### config.mk
export PLATFORM = sky130hd
export DESIGN_NAME = mult_ctrl_taint_param
export DESIGN_NICKNAME = d
export VERILOG_FILES = /design/src/rtl/mult_taint_pkg.sv /design/src/rtl/mult_taint_sticky.sv /design/src/rtl/mult_ctrl_taint_param.sv
export SDC_FILE = /design/constraint.sdc
export NUM_CORES = 1
export LEC_CHECK = 0
export BUFFER_PORTS_ARGS = -buffer_cell sky130_fd_sc_hd__clkbuf_2
export CAP_MARGIN = 0
export CORE_AREA = 2 2 39 41
export CTS_CLUSTER_SIZE = 10
export DETAILED_ROUTE_END_ITERATION = 12
export DIE_AREA = 0 0 41 43
export PLACE_DENSITY = 0.68
export REMOVE_ABC_BUFFERS = 1
export SYNTH_ARGS = -nofsm -noshare
export SYNTH_HDL_FRONTEND = slang
export SYNTH_SLANG_ARGS = --single-unit
### constraint.sdc
create_clock -name clk -period 1.74 [get_ports clk]
set_input_delay 0.174 -clock clk [delete_from_list [all_inputs] [get_ports clk]]
set_output_delay 0.174 -clock clk [all_outputs]
set_load 0.05 [all_outputs]
### src/rtl/mult_taint_pkg.sv
// Shared definitions for the taint-tracking shift-add multiplier:
// controller state encoding and the taint combine helper.
package mult_taint_pkg;

    localparam int STATE_W = 3;

    localparam logic [STATE_W-1:0] IDLE  = 3'd0;
    localparam logic [STATE_W-1:0] INIT  = 3'd1;
    localparam logic [STATE_W-1:0] BIT   = 3'd2;
    localparam logic [STATE_W-1:0] SHIFT = 3'd3;
    localparam logic [STATE_W-1:0] DONE  = 3'd4;

    // Taint propagates if either contributing signal is tainted.
    function automatic logic taint_or(input logic a, input logic b);
        return a | b;
    endfunction

endpackage

### src/rtl/mult_taint_sticky.sv
// One-bit sticky taint flag: once set it holds until an explicit clear or reset.
// A clear and a set in the same cycle leave the flag equal to the set value.
module mult_taint_sticky (
    input  logic clk,
    input  logic rst_n,
    input  logic set_i,
    input  logic clr_i,
    output logic q_o
);

    logic q_q;
    logic q_d;

    assign q_d = (clr_i ? 1'b0 : q_q) | set_i;

    // NOTE: sequential state uses non-blocking assignments only; blocking here
    // would create ordering races with other clocked processes.
    always_ff @(posedge clk or negedge rst_n) begin
        if (!rst_n) begin
            q_q <= 1'b0;
        end else begin
            q_q <= q_d;
        end
    end

    assign q_o = q_q;

endmodule

### src/rtl/mult_ctrl_taint_param.sv
// Constant-time control FSM for the shift-add multiplier with shadow taint outputs.
// Define MULT_TAINT_EN to build the taint logic; otherwise every *_t output is tied to 0.
module mult_ctrl_taint_param
    import mult_taint_pkg::*;
#(
    parameter int WIDTH = 4
) (
    input  logic             clk,
    input  logic             rst_n,
    input  logic             start,
    input  logic             start_t,
    input  logic             abort,
    input  logic             abort_t,
    input  logic             signed_mode,
    input  logic             signed_mode_t,
    input  logic             taint_clr,
    input  logic [WIDTH-1:0] multiplierReg,
    input  logic [WIDTH-1:0] multiplierReg_t,
    output logic             busy,
    output logic             busy_t,
    output logic             productDone,
    output logic             productDone_t,
    output logic             rsload,
    output logic             rsload_t,
    output logic             rssub,
    output logic             rssub_t,
    output logic             rsclear,
    output logic             rsclear_t,
    output logic             rsshr,
    output logic             rsshr_t,
    output logic             mrld,
    output logic             mrld_t,
    output logic             mdld,
    output logic             mdld_t
);

    localparam int CNT_W = $clog2(WIDTH);

    logic [STATE_W-1:0] state_q, state_d;
    logic [CNT_W-1:0]   cnt_q, cnt_d;
    logic               sgn_q, sgn_d;

    logic accept;
    logic last_bit;
    logic in_bit;
    logic cur_bit;
    logic msb_sub;

    assign accept   = (state_q == IDLE) & start & ~abort;
    assign last_bit = (cnt_q == CNT_W'(WIDTH - 1));
    assign in_bit   = (state_q == BIT);
    assign cur_bit  = multiplierReg[cnt_q];
    assign msb_sub  = sgn_q & last_bit;

    // NOTE: every variable written here gets a default first, so no path can
    // infer a latch.
    always_comb begin
        state_d = state_q;
        cnt_d   = cnt_q;
        sgn_d   = sgn_q;
        case (state_q)
            IDLE: begin
                if (accept) begin
                    state_d = INIT;
                    sgn_d   = signed_mode;
                end
            end
            INIT: begin
                cnt_d   = '0;
                state_d = BIT;
            end
            BIT:   state_d = SHIFT;
            SHIFT: begin
                if (last_bit) begin
                    state_d = DONE;
                end else begin
                    cnt_d   = cnt_q + CNT_W'(1);
                    state_d = BIT;
                end
            end
            DONE:    state_d = IDLE;
            default: state_d = IDLE;
        endcase
        // Abort overrides whatever transition the schedule wanted.
        if (abort) begin
            state_d = IDLE;
            cnt_d   = '0;
        end
    end

    always_ff @(posedge clk or negedge rst_n) begin
        if (!rst_n) begin
            state_q <= IDLE;
            cnt_q   <= '0;
            sgn_q   <= 1'b0;
        end else begin
            state_q <= state_d;
            cnt_q   <= cnt_d;
            sgn_q   <= sgn_d;
        end
    end

    // Strobes decode directly from state so an async reset clears them at once.
    assign busy        = (state_q != IDLE);
    assign productDone = (state_q == DONE);
    assign rsload      = in_bit & cur_bit & ~msb_sub;
    assign rssub       = in_bit & cur_bit & msb_sub;
    assign rsclear     = (state_q == INIT);
    assign mrld        = (state_q == INIT);
    assign mdld        = (state_q == INIT);
    assign rsshr       = (state_q == SHIFT);

`ifdef MULT_TAINT_EN
    logic ctrl_t, sgn_t;
    logic ctrl_set, sgn_set, clr_ok;
    logic strobe_t;

    assign clr_ok   = (state_q == IDLE) & taint_clr;
    assign ctrl_set = (accept & start_t) | (abort & abort_t);
    assign sgn_set  = accept & signed_mode_t;

    mult_taint_sticky u_ctrl_t (
        .clk   (clk),
        .rst_n (rst_n),
        .set_i (ctrl_set),
        .clr_i (clr_ok),
        .q_o   (ctrl_t)
    );

    mult_taint_sticky u_sgn_t (
        .clk   (clk),
        .rst_n (rst_n),
        .set_i (sgn_set),
        .clr_i (clr_ok),
        .q_o   (sgn_t)
    );

    // Bit taint only reaches the add/sub strobes; the schedule never depends on it.
    assign strobe_t = in_bit ? taint_or(taint_or(ctrl_t, sgn_t), multiplierReg_t[cnt_q])
                             : ctrl_t;

    assign busy_t        = ctrl_t;
    assign productDone_t = ctrl_t;
    assign rsclear_t     = ctrl_t;
    assign rsshr_t       = ctrl_t;
    assign mrld_t        = ctrl_t;
    assign mdld_t        = ctrl_t;
    assign rsload_t      = strobe_t;
    assign rssub_t       = strobe_t;
`else
    logic unused_taint;
    assign unused_taint = ^{start_t, abort_t, signed_mode_t, taint_clr, multiplierReg_t};

    assign busy_t        = 1'b0;
    assign productDone_t = 1'b0;
    assign rsclear_t     = 1'b0;
    assign rsshr_t       = 1'b0;
    assign mrld_t        = 1'b0;
    assign mdld_t        = 1'b0;
    assign rsload_t      = 1'b0;
    assign rssub_t       = 1'b0;
`endif

endmodule

==> impl_metrics.tcl <==
set metrics [dict create \
    cts_tree "built" \
    numCtsBuffers 3 \
    synth_area_leaders "dfrtp_1 (34%), buf_4 (17%), mux2i_1 (4.5%)" \
    final_util_pct 41.77 \
    drive_above_1_share_pct 37.68 \
    placed_cell_area_sq_um 505.5 \
    h-tree-depth 1 \
    worstSetupPathType "register to output port" \
    grt_max_degree 11 \
    num_vias 383 \
    crit_required_ps 1570 \
    path_clk_slew_ps 40 \
    worstHoldStart "signed_mode" \
    gp_congestion 0.7114 \
    layout.nets 89 \
    start_util_pct 32.10 \
    status "completed" \
    rsz0062_at_grt "yes" \
    drcViolationCount 0 \
    avgSynthCellArea_sq_um 8.884 \
    maxCapViolations 0 \
    fmax_ghz 0.5924 \
    finalCriticalPeriod_ps 1688 \
    yosys-top-cells-count "buf_4 (10), dfrtp_1 (6), nor2_1 (5), nand3_1 (3)" \
    powerDensity_nw_per_um2 744.1 \
    rrSetupSlack_ps 360 \
    fp-row-count 14 \
    synth_edf_count 0 \
    firstDrtPassIters 4 \
    synth.top_cell.area_share_pct 33.80 \
    cts_max_path_buffers 2 \
    fin_skew_ps 1.765 \
    grt_use_total_pct 9.818 \
    cpLargestDelayFamily "simple AND/OR/NAND/NOR gates" \
    hpwl_um 659.8 \
    die_x_um 41 \
    cpPeakStageDelay_ps 390 \
    yosysTopAreaCell "dfrtp_1" \
    dp_worst_setup_slack_ps 201.4 \
    ys.flop_type "dfrtp_1" \
    ant_nets 0 \
    clockRootBuffer "clkbuf_4" \
    min-delay-path-class "input port to register" \
    die_y_um 43 \
    crit_fanout 3 \
    endpoint_kind "output port" \
    netlist_instances 50 \
    irDropWorstVdd_uv 318.5 \
    p_leak_nw 0.2922 \
    worstPathArrival_ps 1510 \
    finalWorstSetupSlack_ps 51.84 \
    total_power_uw 430.1 \
    synthArstFlopShare_pct 100.0 \
    rr_worst_depth 3 \
    antenna_found_initial 0 \
    crit-reg2reg-launch "cnt_q[1]" \
    yosysSeqAreaShare_pct 33.80 \
    portBuffers 16 \
    fin_setup_tns_ps 0 \
    avgViaCountPerCell 4.506 \
    start_kind "register" \
    syn_area_sq_um 444.2 \
    finalHoldViolCount 0 \
    syn_to_final_growth_pct 30.14 \
    crit_buf_inv 1 \
    grt_pass1_wl_um 1159 \
    routed_wl_um 773 \
    whs_endpoint "sgn_q" \
    ys_ff_latch 6 \
    whs_ps 172.4 \
    yosysMostFrequentCell "buf_4" \
    final_cells 85 \
    first_iter_violations 5 \
    cpMaxStageDelayCell "dfrtp_1" \
    ys_types 25 \
    min_path_cells 2 \
    wl_per_cell_um 9.094 \
    synth_warnings 0 \
    grt_overflow 0 \
    postLayoutCellArea_sq_um 578.1 \
    boundaryPins 33 \
    maxSlewViolCount 0 \
    setup_viol 0 \
    reg2reg_to "state_q[1]" \
    clk_latency_ps 230 \
    die-area_sq_um 1763 \
    dp_cells 80 \
    path_cells "or3b_1, o22ai_2, and3_1, clkbuf_8" \
    core_area_sq_um 1384 \
    grt_pass1_vias 303 \
    diodes 0 \
    cts.sinks 6 \
    final.period_utilization_pct 97.02 \
]
==> repair_timing <==
action / 4_1_cts / 5_1_grt
endpoints found under the hold margin: 6 / 0
pin swaps: 0 / 1
endpoints found under the setup margin: 2 / 5
setup buffers: 0 / 1
hold buffers: 1 / 0
gates resized for setup: 4 / 8
==> state kept, by name (all words and copies together) (netlist names) <==
name	cells
state_q	3
cnt_q	2
sgn_q	1
==> kinds of logic after synthesis <==
group | Yosys count | synth area share, %
simple gates | 22 | 28.17
buf+inv | 12 | 18.87
flops | 6 | 33.80
compound gates | 5 | 8.449
mux | 3 | 7.042
fa+ha+maj | 1 | 2.816
other cells | 1 | 0.8443
==> area by class of cell <==
type	instances	area, sq um
clock buffer	3	22.52
fill	152	805.8
inverter	1	3.754
multi-input combinational	39	242.7
sequential	6	150.1
tap	16	20.02
timing repair buffer	20	138.9
==> worst max-delay path by stage <==
stage               start  slack [ps]  cells past startpoint       to
2_1_floorplan  state_q[2]       -1010                      2     mdld
3_3_place_gp   state_q[0]         230                      4   rsload
3_5_place_dp   state_q[0]         200                      4   rsload
4_1_cts          cnt_q[0]          20                      4   rsload
5_1_grt        state_q[2]         -20                      4  rsclear
6_report       state_q[0]          50                      4    rssub
==> layout by cell type (no fill, tap or decap) <==
| cell type | instances |
|---|---|
| mux2i_1 | 2 |
| or3b_1 | 1 |
| clkbuf_8 | 1 |
| mux2_2 | 1 |
| buf_4 | 3 |
| clkbuf_2 | 11 |
| clkbuf_4 | 6 |
| nand2_1 | 2 |
| buf_8 | 1 |
| a2111oi_2 | 1 |
| nand3b_1 | 1 |
| o21ai_0 | 1 |
| and3_1 | 2 |
| and2_1 | 2 |
| dfrtp_1 | 6 |
| nor4_1 | 1 |
| conb_1 | 8 |
| nor2_1 | 5 |
| dlygate4sd3_1 | 1 |
| or3_1 | 1 |
| or3_2 | 1 |
| a21oi_1 | 1 |
| nor3b_1 | 2 |
| a31oi_1 | 1 |
| nand3_1 | 3 |
| inv_1 | 1 |
| ha_1 | 1 |
| or2b_1 | 1 |
| o22ai_2 | 1 |
==> per-layer routing <==
metal | global-route usage (%) | routed length (um) | vias up | part of all wire, %
li1 | - | - | 194 | -
met1 | 12.54 | 338 | 172 | 44
met2 | 14.69 | 365 | 17 | 47
met3 | 1.571 | 69 | 0 | 8.9
met4 | 6.000 | 0 | 0 | 0
met5 | 0 | 0 | - | 0
==> where the power goes <==
group          internal, mW  switching, mW  leakage [nW]  total (mW)
combinational        0.0429          0.106         0.199       0.149
sequential            0.150         0.0110        0.0797       0.161
clock                0.0775         0.0425        0.0138       0.120
total                 0.271          0.159         0.292       0.430
(Power assumes the default switching activity.)
